**config.mk**
```make
export PLATFORM = sky130hd
export DESIGN_NAME = uart_rx_fifo
export DESIGN_NICKNAME = d
export VERILOG_FILES = /design/src/rtl/uart_rx_fifo.sv
export SDC_FILE = /design/constraint.sdc
export NUM_CORES = 1
export LEC_CHECK = 0
export CORE_ASPECT_RATIO = 0.6
export CORE_MARGIN = 3
export CORE_UTILIZATION = 55
export DETAILED_ROUTE_END_ITERATION = 10
export GPL_TIMING_DRIVEN = 1
export PLACE_DENSITY_LB_ADDON = 0.05
export SLEW_MARGIN = 0
export SYNTH_ARGS = -nofsm -noshare
export SYNTH_HDL_FRONTEND = slang
export SYNTH_SLANG_ARGS = --single-unit
```
**constraint.sdc**
```tcl
create_clock -name clk -period 3.1 [get_ports clk]
set_clock_uncertainty 0.15 [all_clocks]
set_input_delay 0.465 -clock clk [delete_from_list [all_inputs] [get_ports clk]]
set_output_delay 0.465 -clock clk [all_outputs]
set_load 0.005 [all_outputs]
```
**src/rtl/uart_rx_fifo.sv**
```systemverilog
// Receive FIFO behind a UART byte receiver: edge-detects the receiver's
// done strobe, stores {frame_error, byte} entries, and pops them on request
// with a one-cycle valid pulse. Tracks a sticky overflow flag and a
// saturating count of error-tagged entries.
module uart_rx_fifo #(
  parameter int unsigned DEPTH = 16,
  parameter int unsigned CNT_W = 5
) (
  input  logic             clk,
  input  logic             rstN,
  input  logic             rxDone,
  input  logic             rxErr,
  input  logic [7:0]       rxByte,
  input  logic             rdEn,
  input  logic             clrOverflow,
  output logic [7:0]       rdData,
  output logic             rdErr,
  output logic             rdValid,
  output logic             empty,
  output logic             full,
  output logic [CNT_W-1:0] count,
  output logic             overflow,
  output logic [7:0]       errCount
);

  localparam int unsigned PTR_W = $clog2(DEPTH);
  localparam int unsigned ENT_W = 9;

  logic             rx_done_q, rx_done_d;
  logic             rx_arm_q, rx_arm_d;
  logic [PTR_W-1:0] wr_ptr_q, wr_ptr_d;
  logic [PTR_W-1:0] rd_ptr_q, rd_ptr_d;
  logic [CNT_W-1:0] count_q, count_d;
  logic             overflow_q, overflow_d;
  logic [7:0]       err_cnt_q, err_cnt_d;
  logic [7:0]       rd_data_q, rd_data_d;
  logic             rd_err_q, rd_err_d;
  logic             rd_valid_q, rd_valid_d;

  logic             wr_c, rd_c, push_c, drop_c, empty_c, full_c;
  logic [ENT_W-1:0] rd_ent_c;
  logic [ENT_W-1:0] mem_q [DEPTH];

  // Next-state: edge detect, push/pop arbitration, occupancy and flags
  always_comb begin
    rx_done_d  = rxDone;
    rx_arm_d   = rx_arm_q | ~rxDone;
    wr_ptr_d   = wr_ptr_q;
    rd_ptr_d   = rd_ptr_q;
    count_d    = count_q;
    overflow_d = overflow_q;
    err_cnt_d  = err_cnt_q;
    rd_data_d  = rd_data_q;
    rd_err_d   = rd_err_q;
    rd_valid_d = 1'b0;

    empty_c  = (count_q == '0);
    full_c   = (count_q == CNT_W'(DEPTH));
    // rx_arm_q suppresses a strobe that was already high when reset released
    wr_c     = rxDone & ~rx_done_q & rx_arm_q;
    rd_c     = rdEn & ~empty_c;
    push_c   = wr_c & (~full_c | rd_c);
    drop_c   = wr_c & full_c & ~rd_c;
    rd_ent_c = mem_q[rd_ptr_q];

    if (push_c) wr_ptr_d = wr_ptr_q + PTR_W'(1);
    if (rd_c)   rd_ptr_d = rd_ptr_q + PTR_W'(1);

    case ({push_c, rd_c})
      2'b10:   count_d = count_q + CNT_W'(1);
      2'b01:   count_d = count_q - CNT_W'(1);
      default: count_d = count_q;
    endcase

    if (drop_c)           overflow_d = 1'b1;
    else if (clrOverflow) overflow_d = 1'b0;

    if (push_c && rxErr && (err_cnt_q != 8'hFF)) err_cnt_d = err_cnt_q + 8'd1;

    if (rd_c) begin
      rd_valid_d = 1'b1;
      rd_data_d  = rd_ent_c[7:0];
      rd_err_d   = rd_ent_c[8];
    end
  end

  // Control/status registers with synchronous active-low reset
  always_ff @(posedge clk) begin
    if (!rstN) begin
      rx_done_q  <= 1'b0;
      rx_arm_q   <= ~rxDone;
      wr_ptr_q   <= '0;
      rd_ptr_q   <= '0;
      count_q    <= '0;
      overflow_q <= 1'b0;
      err_cnt_q  <= 8'h00;
      rd_data_q  <= 8'h00;
      rd_err_q   <= 1'b0;
      rd_valid_q <= 1'b0;
    end else begin
      rx_done_q  <= rx_done_d;
      rx_arm_q   <= rx_arm_d;
      wr_ptr_q   <= wr_ptr_d;
      rd_ptr_q   <= rd_ptr_d;
      count_q    <= count_d;
      overflow_q <= overflow_d;
      err_cnt_q  <= err_cnt_d;
      rd_data_q  <= rd_data_d;
      rd_err_q   <= rd_err_d;
      rd_valid_q <= rd_valid_d;
    end
  end

  // Entry storage; contents are don't-care until written, so no reset
  always_ff @(posedge clk) begin
    if (rstN && push_c) mem_q[wr_ptr_q] <= {rxErr, rxByte};
  end

  assign rdData   = rd_data_q;
  assign rdErr    = rd_err_q;
  assign rdValid  = rd_valid_q;
  assign count    = count_q;
  assign overflow = overflow_q;
  assign errCount = err_cnt_q;
  assign empty    = empty_c;
  assign full     = full_c;

endmodule

```
# After elaboration in Yosys (flattened, before gate mapping)
# Memory sizes are Yosys's and may differ from the RTL's. A register that Yosys moved wholly into a read port is not among the register bits.
# Cells that the tools add are included.
# totals
wordCells	45
out_inout_bits	26
ramBits	144
memories	1
ff_bits	25
input_bits	14
# mem_list
name	depth	width	read_ports	rd_ports_with_merged_regs	wr	line	rtl
mem_q	16	9	1	1	1	42	logic [ENT_W-1:0] mem_q [DEPTH];
# classes
n_eq_ne	4
bitwise	13
n_mux	7
n_reduce_logical	7
add_sub_neg	5
# op_table
operator	count
case mux 5 bit (2 select lines)	1
adder 4 x 1 -> 4 bit (second input constant)	2
adder 8 x 1 -> 8 bit (second input constant)	1
!= test 8 bit (second input constant)	1
AND 1 bit	6
2-to-1 mux 1 bit	6
adder 5 x 1 -> 5 bit (second input constant)	1
equality test 5 bit (second input constant)	1
zero test 5 bit	1
inverter 1 bit	5
subtractor 5 x 1 -> 5 bit (second input constant)	1
nonzero test 2 bit	2
logical AND 1 bit	3
equality test 2 x 1 -> 1 bit (second input constant)	1
equality test 2 bit (second input constant)	1
bitwise OR 1 bit	2
zero test 1 bit	1

# Depth between registers and ports, before layout
# Gate-level depths: netlist of the first run.
# depth
ltp_word	8
depth_mapped	11
mapped_depth_nobuf	9

# Worst setup path after synthesis of the first run
# No wires, ideal clock.
# synth_timing
path_kind	reg2reg
from	reg count_q[0], in the netlist count[0]
to	reg count_q[4], in the netlist count[4]
t_arrival_ns	2.471
setup_time_ns	0.128
synth_period_minus_slack_ns	2.749
setup_slack_ns	0.351
path_stages_with_launch	12
path_cell_list	dfxtp_1 -> or4_1 -> buf_6 -> o21a_1 -> buf_2 -> nand2_1 -> inv_1 -> ha_1 -> nor2b_1 -> o22a_1 -> mux2i_1 -> a31oi_1
# synth_between
elab_chain_len	7
# synth_lines
item	line	rtl
start, declared	33	logic [CNT_W-1:0] count_q, count_d;
start signal, assigned	105	count_q <= count_d;
zero test 5 bit	57	empty_c = (count_q == '0);
inverter 1 bit	61	rd_c = rdEn & ~empty_c;
AND 1 bit	61	
bitwise OR 1 bit	62	push_c = wr_c & (~full_c | rd_c);
AND 1 bit	62	
equality test 2 x 1 -> 1 bit or equality test 2 bit (tied branches)	69	case ({push_c, rd_c})
case mux 5 bit (2 select lines) or nonzero test 2 bit (tied branches)	n/a	
# Parallel ways exist; a longest one is shown, timed or not.
# A chain may end at the register's enable or synchronous reset.

# Worst setup path in the final report of the first run
# layout_timing
from	reg count_q[0], in the netlist count[0]
to	out empty
# layout_between
elab_chain_len	1
# layout_lines
item	line	rtl
zero test 5 bit	57	
end, declared	19	output logic empty,
# Every way passes these cells.

==> results of run 1 <==
-- critical path, stage by stage (launching register included) --
cell             delay (ns)
dfxtp_1                0.36
or4_1                  0.60
buf_4                  0.21
nor2_4                 0.10
clkdlybuf4s50_1        0.51
-- registers in the layout, indices dropped and copies added (netlist names) --
name       cells
count          5
errCount       8
mem_q        144
overflow       1
rdData         8
rdErr          1
rdValid        1
rd_ptr_q       4
rx_arm_q       1
rx_done_q      1
wr_ptr_q       4
-- cell usage in the layout (no fill, tap or decap), drive strengths merged, types with 5 or more instances in the layout --
| master | synthesis | routed |
|---|---|---|
| edfxtp | 144 | 144 |
| nand2 | 23 | 23 |
| a21oi | 19 | 19 |
| o22ai | 18 | 18 |
| o21ai | 14 | 14 |
| clkinv | 1 | 5 |
| ha | 9 | 9 |
| buf | 13 | 26 |
| a22oi | 9 | 9 |
| nand3 | 6 | 6 |
| inv | 8 | 13 |
| mux4 | 18 | 18 |
| dfxtp | 34 | 34 |
| clkinvlp | 0 | 5 |
| mux2i | 44 | 44 |
| nor2 | 26 | 26 |
| clkdlybuf4s50 | 0 | 39 |
| or4 | 6 | 6 |
| nor3 | 10 | 10 |
| clkbuf | 13 | 18 |
-- metal layers --
metal	GRT usage (%)	wire length [um]	up-vias
li1	-	-	1940
met1	34.1	7150	2120
met2	30.9	6650	159
met3	7.10	1420	12
met4	5.36	103	0
met5	0	0	-
-- cell families after synthesis --
| family | after synthesis | share of synthesized area, % |
|---|---|---|
| mux | 62 | 11.7 |
| xor+xnor | 6 | 0.728 |
| buf+inv | 35 | 2.22 |
| compound gates | 77 | 7.02 |
| flops | 178 | 69.3 |
| simple gates | 100 | 7.19 |
| fa+ha+maj | 10 | 1.84 |
-- power groups by stage --
stage | logic [uW] | clock network (uW) | registers [uW]
after floorplan | 820 | 0 | 2760
after global placement | 1200 | 0 | 2790
after detailed placement | 1220 | 0 | 2800
after CTS | 1230 | 2020 | 2750
after global routing | 1340 | 2130 | 2760
final | 1230 | 1990 | 2750
-- cell type report --
cell class	instances	share of cell area, %
Tap cell	165	2.44
Clock inverter	14	1.48
Clock buffer	18	5.08
Multi-Input combinational cell	255	24.3
Inverter	9	0.400
Timing Repair Buffer	65	7.07
Sequential cell	178	59.2
-- worst max-delay path by stage --
stage	startpoint	end	slack [ns]
global route	count[0]	empty	0.19
floorplan	count[0]	count[4]	0.35
global placement	rxDone	count[4]	0.41
detailed placement	rxDone	count[4]	0.30
finish	count[0]	empty	0.27
CTS	count[0]	empty	0.26
-- per-stage QoR --
step | hold slack (ns) | total power, uW | instances | setup WS, ns | utilization, %
2_1_floorplan | 0.281 | 3580 | 468 | 0.351 | -
3_3_place_gp | 0.291 | 3990 | 672 | 0.415 | 63.5
3_5_place_dp | 0.297 | 4020 | 672 | 0.295 | 63.5
4_1_cts | 0.308 | 5990 | 704 | 0.256 | 67.9
5_1_grt | 0.340 | 6220 | 704 | 0.187 | 67.9
6_report | 0.307 | 5970 | 704 | 0.274 | 67.9
==> metrics.md, run 1 <==
| Metric | Value |
|---|---|
| Startpoint of the lowest-slack hold path | `rx_arm_q` |
| Sequential fraction of design power | `between 40% and 50%` |
| Chip height | `roughly 95 um` |
| Cell area after technology mapping | `0.00722 mm^2` |
| Count of buffers from port buffering | `39` |
| Critical-path maximum fanout | `6` |
| Maximum number of pins on one net before global-route repair | `32` |
| Syn_area_per_cell | `about 15 um^2` |
| Initial DRT Pass Iterations | `5` |
| Worst reg2reg setup slack | `0.36 ns` |
| Remaining Overflow, GRT | `0` |
| Pint | `around 4300 uW` |
| Number of core rows | `31` |
| Antenna violations before repair | `0` |
| Area of the die | `between 0.01 and 0.015 mm^2` |
| CTS tree | `done` |
| Ant. Diodes | `0` |
| Cell types with the highest counts after synthesis | `144 x edfxtp_1, 44 x mux2i_1, 34 x dfxtp_1, 24 x nor2_1, 23 x nand2_1` |
| Normalized max-slew margin | `33.2%` |
| Kind of path behind the tightest hold check | `flip-flop to flip-flop` |
| Switching power | `1680 uW` |
| Worst-case vdd ir drop | `0.413 mV` |
| Area of the core | `0.0125 mm^2` |
| Flip-flop and latch area | `0.00501 mm^2` |
| Nets | `550` |
| Ranking of synthesized cells by area | `edfxtp_1 60%, dfxtp_1 9.4%, mux2i_1 6.1%` |
| Predominant post-synthesis flop cell | `edfxtp_1` |
| Top-count cell post-synth | `edfxtp_1` |
| Number of vias per cell after detailed routing | `6.01` |
| Net count of the mapped netlist | `492` |
| Clock sink count | `178` |
| H-tree levels | `4` |
| Worst-path clk slew | `0.07 ns` |
| Non-Filler Cell Area, Final | `0.00846 mm^2` |
| Number of violations reported at the end of detailed-routing iteration 0 | `482` |
| Share of the synthesized area in the top cell type | `approximately 60%` |
| Routed wirelength normalized by instance count | `between 20 and 25 um` |
| Switching share of total power | `28.2%` |
| Cell depth of the worst min-delay path | `2` |
| Total wire length | `approximately 15 mm` |
| Clock latency on the worst-skew pair | `0.42 ns` |
| Critical path endpoint category | `output pin` |
| Sequential element share of the synthesized area | `69.3%` |
| Number of hold buffers added after cts | `0` |
| Fraction of layout cells with a size suffix above 1 | `15.8%` |
| Arrival time at the worst endpoint | `between 2 and 2.5 ns` |
| HPWL after detailed placement | `9.50 mm` |
| Root buffer cell | `clkbuf_16` |
| Leakage | `0.00269 uW` |
| Clock tree buffer depth | `2` |
| Dpl cell area | `between 0.007 and 0.008 mm^2` |
| Signed area change from the synthesized netlist to the final layout | `17.1%` |
| Number of buffers added by the clock tree synthesis step | `17` |
| Sink of the worst hold path | `rx_arm_q` |
| Transition time at the pin with the least slew margin | `1.00 ns` |
| Maximum Capacitance Violations | `0` |
| Post-route antenna net violation count | `0` |
| Run status | `finished, final reports clean` |
| Highest Clock Rate | `354 MHz` |
| Fillcell total | `854` |
| All-layer global routing usage | `22.2%` |
| Top-Level Pins | `40` |
| Gate count of the mapped netlist | `468` |
| Worst Setup Path Type | `flip-flop to output pin` |
| Final cycle utilization of the critical path | `91.2%` |
| Critical register-to-register path startpoint | `count[0]` |
| Proportion of power drawn by combinational gates | `approximately a fifth` |
| Clock power share | `between 30% and 40%` |
| Cell variety after synth | `55` |
| Total via count after detailed routing | `4231` |
| Ys Warns | `0` |
| Combined area of the multi-input logic cells | `around 0.0021 mm^2` |
| Sum of negative setup slack | `0 ns` |
| Die width | `154 um` |
| Tmin final | `2.83 ns` |
| Cells resized by post-CTS repair | `0` |
| Initial core utilization | `58.0%` |
| Critical path required time | `around 2.5 ns` |
| Setup Fix Bufs, Post-CTS | `0` |
| Final max-slew violation count | `0` |
| Number of enable flip-flop cells after synthesis | `144` |
| Area leader, netlist | `edfxtp_1` |
| Final setup fails | `0` |
| Worst Reg-to-Reg Cells | `9` |
| Setup repair after global routing missed its margin | `no` |
| Startpoint types | `flip-flop` |
| Final Hold Vio Count | `0` |
| First-pass GRT wire length | `approximately 24 mm` |
| Pwr per Cell Area | `705 mW/mm^2` |
| End of the worst register-to-register path | `count[4]` |
| Residual DRC count | `0` |
| Asr flop ratio synth | `0%` |
| Number of register bits inferred by synthesis | `178` |
| Gpl congestion | `between 0.8 and 0.9` |
| Vias in the first global route | `a little over 4000` |
(Power assumes the default switching activity.)
==> inputs of run 2 (changes only) <==
--- a/config.mk
+++ b/config.mk
@@ -7,7 +7,7 @@
 export LEC_CHECK = 0
 export CORE_ASPECT_RATIO = 0.6
 export CORE_MARGIN = 3
-export CORE_UTILIZATION = 55
+export CORE_UTILIZATION = 53
 export DETAILED_ROUTE_END_ITERATION = 10
 export GPL_TIMING_DRIVEN = 1
 export PLACE_DENSITY_LB_ADDON = 0.05
==> constraint.sdc (replaced) <==
create_clock -name clk -period 2.3 [get_ports clk]
set_clock_uncertainty 0.15 [all_clocks]
set_input_delay 0.345 -clock clk [delete_from_list [all_inputs] [get_ports clk]]
set_output_delay 0.345 -clock clk [all_outputs]
set_load 0.005 [all_outputs]
==> run 2 against run 1 <==
Largest cell class unchanged; critical path depth grew 5; the run now ends with negative setup slack left; register-to-register slack worse by 0.45 ns; global-route usage decreased by 1.1 points; highest routed layer unchanged; first-iteration DRC count decreased by 30%; count of clock-buffer cells in the layout stayed put.
==> metrics.md, run 2 (same netlist as run 1, synthesis figures left out) <==
| Metric | Value |
|---|---|
| Run status | `finished, violations left` |
| Failing checks | `negative setup slack` |
| Leakage | `0.00288 uW (+6.9%)` |
| Worst-path clk slew | `0.07 ns (about the same)` |
| Maximum number of pins on one net before global-route repair | `34 (+6.3%)` |
| Bufs and invs on worst path | `1 (-1)` |
| Transition time at the pin with the least slew margin | `0.611 ns (-0.390 ns)` |
| Ant. Diodes | `0 (unchanged)` |
| Gpl congestion | `0.829 (+1.8%)` |
| Final max-slew violation count | `0 (unchanged)` |
| CTS tree | `done` |
| Final Worst Setup Slack | `-0.0878 ns (-0.362 ns)` |
| Master of the slowest instance on the critical path | `or4_4` |
| Worst Setup Path Type | `flip-flop to flip-flop` |
| Commonest non-fill, non-tap cell in the layout | `edfxtp_1` |
| Signed area change from the synthesized netlist to the final layout | `22.0%` |
| Number of violations reported at the end of detailed-routing iteration 0 | `338 (-30%)` |
| Kind of path behind the tightest hold check | `flip-flop to flip-flop` |
| Biggest register | `mem_q` |
| Residual DRC count | `0 (unchanged)` |
| Initial core utilization | `55.2% (-2.8 points)` |
| Number of buffers added by the clock tree synthesis step | `17 (unchanged)` |
| Critical path's top delay family | `simple AND/OR/NAND/NOR gates` |
| Dpl cell area | `0.00817 mm^2 (+3.4%)` |
| Non-Filler Cell Area, Final | `0.00881 mm^2 (+4.2%)` |
| Worst-case vdd ir drop | `0.480 mV (+16%)` |
| Number of core rows | `32 (+3.2%)` |
| Number of vias per cell after detailed routing | `5.81 (-3.3%)` |
| Sum of negative setup slack | `-0.136 ns (-0.136 ns)` |
| Highest Clock Rate | `between 400 and 500 MHz` |
| H-tree levels | `4 (unchanged)` |
| Area of the core | `0.0131 mm^2 (+5.2%)` |
| Critical path endpoint category | `flip-flop` |
| Final setup fails | `2 (+2)` |
| Total wire length | `15.2 mm (-0.85%)` |
| All-layer global routing usage | `21.1% (-1.1 points)` |
| Area of the die | `0.0151 mm^2 (+3.6%)` |
| Setup repair after global routing missed its margin | `yes` |
| Total via count after detailed routing | `4299 (+1.6%)` |
| Remaining Overflow, GRT | `0 (unchanged)` |
| Fraction of layout cells with a size suffix above 1 | `22.5% (+6.7 points)` |
| Initial DRT Pass Iterations | `6 (+1)` |
| Clock latency on the worst-skew pair | `0.42 ns (about the same)` |
| Final Hold Vio Count | `0 (unchanged)` |
| Top-Level Pins | `40 (unchanged)` |
| Critical-path maximum fanout | `3 (-3)` |
| Die width | `157 um (+1.8%)` |
| Leading cell types in the layout, fill and taps excluded | `144 x edfxtp_1, 53 x buf_4, 44 x mux2i_1, 37 x clkdlybuf4s50_1, 31 x dfxtp_1` |
| Count of buffers from port buffering | `39 (unchanged)` |
| Maximum Capacitance Violations | `0 (unchanged)` |
| First-pass GRT wire length | `23.1 mm (-2.5%)` |
| Startpoint types | `flip-flop` |
| Arrival time at the worst endpoint | `2.54 ns (+0.33 ns)` |
| Combined area of the multi-input logic cells | `0.00213 mm^2 (+3.6%)` |
| Nets | `581 (+5.6%)` |
| Number of hold buffers added after cts | `0 (unchanged)` |
| Crit path cell chain | `or4_4 -> o21a_4 -> nand2_4 -> inv_4 -> ha_4 -> or2_4 -> o22a_1 -> o221ai_2 -> a31oi_1` |
| HPWL after detailed placement | `10.2 mm (+7.2%)` |
| Normalized max-slew margin | `59.2% (+26 points)` |
| Pre-CTS worst setup slack | `-0.173 ns (-0.468 ns)` |
| Pwr per Cell Area | `962 mW/mm^2 (+36%)` |
| Chip height | `96.4 um (+1.8%)` |
| Crit path largest cell delay | `0.55 ns (-0.05 ns)` |
| Fillcell total | `900 (+5.4%)` |
| Final cycle utilization of the critical path | `104%` |
| Post-route antenna net violation count | `0 (unchanged)` |
| Clock sink count | `178 (unchanged)` |
| Tmin final | `2.39 ns` |
| Antenna violations before repair | `0 (unchanged)` |
| Routed wirelength normalized by instance count | `20.5 um (-5.7%)` |
| Number of flip-flops under the largest register name | `144 (unchanged)` |
| Vias in the first global route | `4071 (+0.049%)` |
| Clock tree buffer depth | `2 (unchanged)` |
| Flip-flop and latch area | `0.00501 mm^2 (about the same)` |
| Critical path required time | `2.46 ns (-0.02 ns)` |
| Root buffer cell | `clkbuf_16` |
## run 2: cell count changes in the layout (fill, tap and decap cells not counted), moves of 2 or more
| cell | change |
|---|---|
| buf_4 | +28 |
| clkdlybuf4s50_1 | -2 |
| clkinv_4 | -2 |
| dfxtp_1 | -2 |
| dfxtp_2 | +2 |
| ha_1 | -2 |
| ha_4 | +2 |
| inv_8 | +2 |
## run 2: timing repair
item                       CTS  global route
gates resized for setup      6             7
pin swaps                    7             3
buffers inserted             1             2
setup endpoints to repair    4             4
## run 2: power by group
group          internal (uW)  switching, uW
Sequential              3590           95.0
Clock                   1530           1270
Combinational           1010            985
Total                   6130           2350
## run 2: path summary, 6_finish.rpt
kind | slack [ns] | from | to | cells after the start
max | -0.09 | count[1] | count[4] | 9
min | 0.31 | rx_arm_q | rx_arm_q | 2
max reg2reg | -0.09 | count[1] | count[4] | 9
min reg2reg | 0.31 | rx_arm_q | rx_arm_q | 2
## run 2: metal layers
layer	track usage (%)	wire length, um	vias up
met5	0	0	-
met4	5.61	120	0
met3	4.94	988	14
met2	29.8	6560	128
met1	32.9	7520	2151
li1	-	-	2006
## run 2: worst reg2reg max path: cells and delay by family, from the launching register on
kind	cells	cell delay [ns]
compound gates	4	0.73
fa+ha+maj	1	0.15
buf+inv	1	0.06
flops	1	0.32
simple gates	3	0.87
## run 2: stage by stage
step                      utilization, %  total power, uW  hold WS (ns)  cells
final                               67.3             8480         0.308    740
after detailed placement            62.4             5610         0.300    705
after CTS                           67.0             8450         0.310    738
after global placement              62.4             5590         0.289    705
after global routing                67.3             8860         0.323    740
after floorplan                        -             4910         0.257    468
## run 2: final cells by class
class                      count  area share, %
sequential                   178           56.8
multi-input combinational    255           24.2
timing repair buffer          96           9.63
clock buffer                  18           4.87
tap                          170           2.41
clock inverter                14           1.65
inverter                       9          0.412
